--- src/rtl/fifomult2024_arb.sv ---
// Two-requester round-robin front end for a word-serial multiplier.
// Sends A then B, waits for the product, returns it or a timeout pulse.
module fifomult2024_arb #(
  parameter int TIMEOUT = 64
) (
  input  logic               clk,
  input  logic               rst_n,
  input  logic [1:0]         rq_valid,
  output logic [1:0]         rq_ready,
  input  logic [31:0]        rq_a,
  input  logic [31:0]        rq_b,
  input  logic [1:0]         rq_a_par,
  input  logic [1:0]         rq_b_par,
  output logic [1:0]         rs_valid,
  output logic [1:0]         rs_timeout,
  output logic [31:0]        rs_data,
  output logic               rs_parity,
  output logic               rs_par_err,
  output logic signed [15:0] m_data_in,
  output logic               m_data_in_parity,
  output logic               m_data_in_valid,
  input  logic               m_busy_out,
  input  logic [31:0]        m_data_out,
  input  logic               m_data_out_parity,
  input  logic               m_data_out_valid,
  input  logic               m_data_in_parity_error,
  output logic               arb_busy
);

  localparam int CW = ($clog2(TIMEOUT) < 1) ? 1 : $clog2(TIMEOUT);
  localparam logic [CW-1:0] CNT_MAX = CW'(TIMEOUT - 1);

  typedef enum logic [1:0] {
    IDLE,
    SEND_A,
    SEND_B,
    WAIT_RES
  } state_t;

  state_t state, state_n;

  logic                last, last_n;
  logic                gnt, gnt_n;
  logic [15:0]         b_q, b_n;
  logic                bp_q, bp_n;
  logic [CW-1:0]       cnt, cnt_n;
  logic signed [15:0]  din_n;
  logic                dinp_n;
  logic                dinv_n;
  logic [31:0]         rs_data_n;
  logic                rs_parity_n;
  logic                rs_par_err_n;
  logic [1:0]          rs_valid_n;
  logic [1:0]          rs_timeout_n;
  logic                both;
  logic                pick;

  // Round-robin pick: on contention the requester not served last wins.
  always_comb begin
    both = &rq_valid;
    pick = 1'b0;
    unique case (1'b1)
      both:                        pick = ~last;
      rq_valid[1] & ~rq_valid[0]:  pick = 1'b1;
      default:                     pick = 1'b0;
    endcase
  end

  always_comb begin
    rq_ready = 2'b00;
    if (rst_n && state == IDLE && |rq_valid) begin
      rq_ready = pick ? 2'b10 : 2'b01;
    end
  end

  assign arb_busy = (state != IDLE);

  always_comb begin
    state_n      = state;
    last_n       = last;
    gnt_n        = gnt;
    b_n          = b_q;
    bp_n         = bp_q;
    cnt_n        = cnt;
    din_n        = m_data_in;
    dinp_n       = m_data_in_parity;
    dinv_n       = m_data_in_valid;
    rs_data_n    = rs_data;
    rs_parity_n  = rs_parity;
    rs_par_err_n = rs_par_err;
    rs_valid_n   = 2'b00;
    rs_timeout_n = 2'b00;
    unique case (state)
      IDLE: begin
        if (|rq_valid) begin
          gnt_n   = pick;
          last_n  = pick;
          din_n   = pick ? rq_a[31:16] : rq_a[15:0];
          dinp_n  = rq_a_par[pick];
          dinv_n  = 1'b1;
          b_n     = pick ? rq_b[31:16] : rq_b[15:0];
          bp_n    = rq_b_par[pick];
          state_n = SEND_A;
        end
      end
      SEND_A: begin
        if (!m_busy_out) begin
          din_n   = b_q;
          dinp_n  = bp_q;
          state_n = SEND_B;
        end
      end
      SEND_B: begin
        if (!m_busy_out) begin
          dinv_n  = 1'b0;
          cnt_n   = '0;
          state_n = WAIT_RES;
        end
      end
      WAIT_RES: begin
        // A result landing on the last allowed cycle still wins.
        if (m_data_out_valid) begin
          rs_data_n    = m_data_out;
          rs_parity_n  = m_data_out_parity;
          rs_par_err_n = m_data_in_parity_error;
          rs_valid_n   = gnt ? 2'b10 : 2'b01;
          state_n      = IDLE;
        end else if (cnt == CNT_MAX) begin
          rs_timeout_n = gnt ? 2'b10 : 2'b01;
          state_n      = IDLE;
        end else begin
          cnt_n = cnt + CW'(1);
        end
      end
      default: state_n = IDLE;
    endcase
  end

  always_ff @(posedge clk or negedge rst_n) begin
    if (!rst_n) begin
      state            <= IDLE;
      last             <= 1'b1;
      gnt              <= 1'b0;
      b_q              <= '0;
      bp_q             <= 1'b0;
      cnt              <= '0;
      m_data_in        <= '0;
      m_data_in_parity <= 1'b0;
      m_data_in_valid  <= 1'b0;
      rs_data          <= '0;
      rs_parity        <= 1'b0;
      rs_par_err       <= 1'b0;
      rs_valid         <= 2'b00;
      rs_timeout       <= 2'b00;
    end else begin
      state            <= state_n;
      last             <= last_n;
      gnt              <= gnt_n;
      b_q              <= b_n;
      bp_q             <= bp_n;
      cnt              <= cnt_n;
      m_data_in        <= din_n;
      m_data_in_parity <= dinp_n;
      m_data_in_valid  <= dinv_n;
      rs_data          <= rs_data_n;
      rs_parity        <= rs_parity_n;
      rs_par_err       <= rs_par_err_n;
      rs_valid         <= rs_valid_n;
      rs_timeout       <= rs_timeout_n;
    end
  end

endmodule

--- config.mk ---
export PLATFORM = sky130hd
export DESIGN_NAME = fifomult2024_arb
export DESIGN_NICKNAME = d
export VERILOG_FILES = /design/src/rtl/fifomult2024_arb.sv
export SDC_FILE = /design/constraint.sdc
export NUM_CORES = 1
export LEC_CHECK = 0
export ABC_AREA = 1
export BUFFER_PORTS_ARGS = -buffer_cell sky130_fd_sc_hd__buf_2
export CAP_MARGIN = 0
export CORE_UTILIZATION = 52
export DETAILED_ROUTE_END_ITERATION = 12
export GPL_TIMING_DRIVEN = 0
export PLACE_DENSITY = 0.86
export SLEW_MARGIN = 20
export SYNTH_ARGS = -nofsm -noshare
export SYNTH_HDL_FRONTEND = slang
export SYNTH_SLANG_ARGS = --single-unit
--- constraint.sdc ---
create_clock -name clk -period 4.72 [get_ports clk]
set_clock_uncertainty 0.1 [all_clocks]
set_input_delay 0.236 -clock clk [delete_from_list [all_inputs] [get_ports clk]]
set_output_delay 0.236 -clock clk [all_outputs]
set_load 0.01 [all_outputs]
==> run summary, run 1 <==
Max-Cap Viols: 0
Crit Path Max Fanout: 10
Number of global-route vias before repair: 3320
Critical Path Slowest Stage Cell: dfrtp_1
Top cells by area, synth: dfrtp_1, nand2_1, mux2_2
Syn_area_per_cell: 9.092 um^2
Worst setup path category: flip-flop to output pin
CTS tree: yes
Gr usage total: 26.13%
Worst path arrival time: 1.97 ns
First-pass GRT wire length: 15.46 mm
Via density: 5.019
RSZ-0062 raised after global routing: false
Num CTS Buffers: 9
#FFs+latches synth: 83
Initial antenna violation count: 0
Synth Warn #: 0
Layout area overhead: 32.47%
Setup bufs post-CTS: 0
Seq/Total Area, Yosys: 53.03%
FFs w/ async S/R, synth: 100.0%
Library cells used by synthesis: 30
Largest net degree at the start of global routing: 54
Hold path startpoint: m_data_in_parity_error
Routed WL: 10.13 mm
Post-layout min period: 2.307 ns
Core box area: 7253 um^2
IO Pins: 167
Fmax: 0.4334 GHz
Share of layout cells above drive strength 1: 41.16%
R2R cell count: 9
Final TNS setup: 0 ns
Port bufs: 166
Most frequent cell after synthesis: nand2_1
Crit-path cells: inv_1 > ha_1 > inv_2 > nor2_4 > inv_2 > buf_2 > nor3_2 > buf_2
Synthesized cell area: 3919 um^2
Die Area: 7887 um^2
Crit end category: output pin
Multi-input gate area: 1659 um^2
Cells after Synth: 431
CTS Sinks: 83
Final Cycle Share: 48.88%
Final HPWL DP: 7.663 mm
Ant diodes: 0
Worst-path clk slew: 0.09 ns
# nets final: 730
Overflow after GRT: 0
Initial DRT Pass Iterations: 5
Top_reg_cell synth: dfrtp_1
Initial core utilization: 54.03%
Number of synthesized flops with an enable pin: 0
Rows: 31
Clock Tree Buf Depth: 2
Post-Syn Nets: 544
Reg-to-reg startpoint: state[1]$_DFFE_PN0P_
Fin. max-slew vios: 0
Leakage: 0.002756 uW
Outcome: finished, final reports clean
Fillers: 557
Hold path depth: 2
Drt drc: 0
GPL Wtd Cong: 0.9372
Commonest cells in the netlist: nand2_1, dfrtp_1, nor2_1
Area leader, netlist: dfrtp_1
Clock Latency Late Sink: 0.35 ns
Final Hold Vio Count: 0
Post-synth top area share: 52.36%
Vias: 3619
DR iter-0 viols: 162
Reg2reg setup slack: 2.94 ns
# setup viols final: 0
Crit path launch type: flip-flop
CP max stage delay: 0.42 ns
Critical Path RT: 4.38 ns
RR Endpoint: m_data_in[8]$_DFFE_PN0P_
Slew HR: 68.69%
Pwr/cell area: 630.1 nW/um^2
Hold EP: rs_par_err$_DFFE_PN0P_
Die Height: 88.81 um
Hold Path Class: input pin to flip-flop
Root Buffer: clkbuf_8
Post-DRT Antenna Nets: 0
Worst Tran Pin Value: 0.4697 ns
Wire per inst: 14.05 um
Chip Width: 88.81 um
Storage cell area: 2078 um^2
H-Tree Depth: 3
VDD IR max: 271.3 uV
Pwr Total: 3271 uW
## worst max-delay path: cells and delay by family (launching register included)
family	cells	cell delay (ns)
buffers and inverters	5	0.60
and+or+nand+nor	2	0.33
DFF	1	0.42
adders and majority gates	1	0.27
## sequential cells by signal, indices dropped and copies added (netlist names), 2 cells and up
signal,cells
rs_data,32
m_data_in,16
b_q,16
rs_timeout,2
state,2
rs_valid,2
cnt,6
## per-layer routing
layer	up-vias	part of all wire, %	track usage, %
met5	-	0	0
met4	0	2.7	10.85
met3	29	7.7	7.183
met2	159	48	41.61
met1	1659	41	33.80
li1	1772	-	-
## cell families (layout without fill, tap and decap cells)
kind of cell	after synthesis	in the layout	synth area share, %
AOI/OAI and AO/OA	48	48	6.928
adders and majority gates	5	5	1.596
buffers and inverters	35	226	4.629
DFF	83	83	53.03
muxes	34	34	9.770
and+or+nand+nor	226	226	24.04
## where the power goes
part / leakage (uW) / switching (uW) / internal [uW]
logic: 0.00164 / 881 / 632
clock network: 0.0000955 / 266 / 262
registers: 0.00102 / 184 / 1050
total: 0.00276 / 1330 / 1940
## through the flow
step	instances	setup slack (ns)	hold slack, ns	instance area (um^2)	utilization (%)
after CTS	715	2.408	0.001116	5131	70.74
after global placement	696	2.210	0.3517	4873	67.19
after detailed placement	697	2.789	0.1045	4903	67.60
after floorplan	431	3.031	-0.1596	3919	-
final	721	2.413	0.004114	5191	71.57
after global routing	721	2.212	-0.004243	5191	71.57
## how the worst max path moves through the flow
stage                               startpoint           to  cells after the start
final                     state[0]$_DFFE_PN0P_  rq_ready[0]                      8
after global routing      state[0]$_DFFE_PN0P_  rq_ready[0]                      8
after CTS                 state[0]$_DFFE_PN0P_  rq_ready[0]                      8
after detailed placement  state[0]$_DFFE_PN0P_  rq_ready[0]                      8
after global placement                   rst_n  rq_ready[0]                      4
after floorplan           state[0]$_DFFE_PN0P_  rq_ready[0]                      7
## what timing repair did
item                                   CTS  global route
hold buffers                             2             6
resized for setup                        0             0
endpoints found under the hold margin   32             6
## cell type report
cell class	count	area share, %
Multi-Input combinational cell	313	31.96
Buffer	20	2.410
Sequential cell	83	40.03
Timing Repair Buffer	175	18.12
Clock inverter	6	1.350
Inverter	15	1.085
Tap cell	99	2.386
Clock buffer	10	2.651
## layout by cell type, fill, tap and decap left out, drive strengths merged
cell type | Yosys | final
ha | 5 | 5
nor4 | 2 | 2
o21bai | 1 | 1
o21ai | 45 | 45
clkbuf | 3 | 13
mux2 | 34 | 34
clkinv | 1 | 1
bufinv | 0 | 1
dfrtp | 82 | 82
a21oi | 1 | 1
dlygate4sd3 | 0 | 8
a21boi | 1 | 1
nand3 | 26 | 26
nand4 | 1 | 1
nor3 | 1 | 1
inv | 14 | 16
or2 | 1 | 1
clkinvlp | 0 | 3
buf | 17 | 184
nand2 | 135 | 135
dfstp | 1 | 1
nor2 | 60 | 60
Power figures use the tool's default switching activity.
==> inputs of run 2 (changes only) <==
--- a/config.mk
+++ b/config.mk
@@ -8,10 +8,10 @@
 export ABC_AREA = 1
 export BUFFER_PORTS_ARGS = -buffer_cell sky130_fd_sc_hd__buf_2
 export CAP_MARGIN = 0
-export CORE_UTILIZATION = 52
+export CORE_UTILIZATION = 48
 export DETAILED_ROUTE_END_ITERATION = 12
 export GPL_TIMING_DRIVEN = 0
-export PLACE_DENSITY = 0.86
+export PLACE_DENSITY = 0.8
 export SLEW_MARGIN = 20
 export SYNTH_ARGS = -nofsm -noshare
 export SYNTH_HDL_FRONTEND = slang
==> constraint.sdc (replaced) <==
create_clock -name clk -period 2.23 [get_ports clk]
set_clock_uncertainty 0.1 [all_clocks]
set_input_delay 0.1115 -clock clk [delete_from_list [all_inputs] [get_ports clk]]
set_output_delay 0.1115 -clock clk [all_outputs]
set_load 0.01 [all_outputs]
==> run 2 against run 1 <==
Compared with the run above: via count rose by 15%; register-to-register slack worse by 2.8 ns; utilization rose by 5.5 points; routed wire length grew 22%; combinational power up 140%; worst setup slack got worse by 2.3 ns; count of clock-buffer cells in the layout shrank 1; die area rose by 8.1%; critical endpoint is now m_data_in[9]$_DFFE_PN0P_; highest routed layer unchanged.
==> run summary, run 2 (synthesis gave the netlist of run 1 again) <==
Commonest non-fill, non-tap cell in the layout: buf_2
Worst path arrival time: 2.27 ns
Switch share: 40.53%
DP Area: 4907 um^2
Largest regs: rs_data x32, b_q x16, m_data_in x16
Final core utilization: 77.04%
GPL Wtd Cong: 0.8985
Gr usage total: 30.02%
Final Hold Vio Count: 0
# setup viols final: 0
Crit Path Max Fanout: 10
Clock Latency Late Sink: 0.34 ns
Core box area: 7807 um^2
Pwr Total: 7210 uW
Drt drc: 0
Fmax: 0.4676 GHz
Worst setup path category: flip-flop to flip-flop
Ant diodes: 0
Hold path depth: 5
Hold path startpoint: rq_a_par[1]
Overflow after GRT: 0
Wire per inst: 15.35 um
VDD IR max: 599.0 uV
Gate power share: 49.3%
Clock Power Share: 14.2%
Pwr/cell area: 1199 nW/um^2
Worst Tran Pin Value: 0.4542 ns
Die Height: 92.36 um
Largest net degree at the start of global routing: 62
RR Endpoint: m_data_in[9]$_DFFE_PN0P_
Slew HR: 69.72%
Fin. max-slew vios: 0
Largest Register: rs_data
Max-Cap Viols: 0
Final Cycle Share: 95.90%
CTS Sinks: 83
Layout area overhead: 53.48%
Finished Cell Area: 6015 um^2
Initial antenna violation count: 0
Pint: 4288 uW
Largest register FFs: 32
IO Pins: 167
Port bufs: 166
Outcome: finished, final reports clean
# nets final: 814
Rows: 32
CP Capture Point: m_data_in[9]$_DFFE_PN0P_
Seq pwr share: 36.5%
Routed WL: 12.38 mm
Hold Path Class: input pin to flip-flop
H-Tree Depth: 3
Leakage: 0.003109 uW
Most frequent cells in the layout: buf_2, nand2_1, dlygate4sd3_1
Die Area: 8529 um^2
Reg-to-reg startpoint: state[1]$_DFFE_PN0P_
Crit path launch type: flip-flop
Post-layout min period: 2.138 ns
Critical Path Start: state[1]$_DFFE_PN0P_
Number of global-route vias before repair: 4062
Root Buffer: clkbuf_8
Via density: 5.150
Initial core utilization: 50.19%
Final HPWL DP: 7.881 mm
Reg2reg setup slack: 0.09 ns
DR iter-0 viols: 231
Multi-input gate area: 1667 um^2
Critical Path RT: 2.37 ns
P_sw: 2922 uW
Storage cell area: 2078 um^2
Clock Tree Buf Depth: 2
Num CTS Buffers: 9
Crit end category: flip-flop
Chip Width: 92.36 um
R2R cell count: 8
Initial DRT Pass Iterations: 5
Fillers: 526
Post-DRT Antenna Nets: 0
Vias: 4151
Worst-path clk slew: 0.08 ns
Share of layout cells above drive strength 1: 37.07%
First-pass GRT wire length: 19.67 mm
CTS tree: yes
-- run 2: changes by cell type in the layout (fill, tap and decap cells not counted), sizes merged --
cell / delta
buf: +4
clkbuf: -2
clkinv: +2
clkinvlp: -1
dlygate4sd3: +81
inv: -2
-- run 2: layout make-up --
class / instances / area share (%)
flip-flops and latches: 83 / 34.55
clock buffers: 9 / 2.059
inverters: 15 / 0.9985
well taps: 102 / 2.122
multi-input cells: 313 / 27.71
clock inverters: 5 / 0.9361
repair buffers: 259 / 29.50
plain buffers: 20 / 2.122
-- run 2: routing by layer --
layer  vias up  share of wire (%)  routed length, um  track usage [%]
li1       1932                  -                  -                -
met4         0                3.5                438            11.33
met3        48                6.7                832            4.433
met5         -                  0                  0                0
met1      1946                 39               4865            37.60
met2       225                 50               6239            52.41
-- run 2: worst min path at each step --
stage	to	slack, ns
final	m_data_in_parity$_DFFE_PN0P_	0.02
after global routing	m_data_in[11]$_DFFE_PN0P_	0.02
after global placement	rs_data[3]$_DFFE_PN0P_	0.24
after detailed placement	cnt[3]$_DFFE_PN0P_	-0.07
after CTS	m_data_in[4]$_DFFE_PN0P_	0.002
after floorplan	b_q[0]$_DFFE_PN0P_	-0.28
-- run 2: what timing repair did --
action / 4_1_cts / 5_1_grt
gates resized for setup: 0 / 8
endpoints found under the setup margin: 0 / 11
endpoints found under the hold margin: 146 / 0
hold buffers: 89 / 0
buffers inserted: 0 / 3
-- run 2: stage by stage --
step           setup WS [ns]  instances  setup TNS, ns  hold slack (ns)
2_1_floorplan         0.6612        431              0          -0.2841
3_3_place_gp        -0.04519        699       -0.04519           0.2437
3_5_place_dp          0.4134        700              0         -0.06584
4_1_cts              0.01246        803              0         0.002070
5_1_grt            -0.005064        806      -0.006769          0.01659
6_report             0.09153        806              0          0.01832
-- run 2: worst max-delay path, cell delays in order (launching register included) --
cell and delay [ns]:
dfrtp_1 0.40, inv_1 0.08, ha_1 0.23, clkinvlp_4 0.16, buf_2 0.25, nand3_1 0.12
dlygate4sd3_1 0.58, nand2_1 0.07, nand2_1 0.04
-- run 2: power by group through the flow --
stage | clock (uW) | combinational [uW] | sequential, uW
finish | 1020 | 3560 | 2630
global route | 1100 | 3920 | 2700
CTS | 1040 | 3430 | 2600
detailed placement | 0 | 3190 | 2620
global placement | 0 | 3080 | 2570
floorplan | 0 | 1840 | 2790
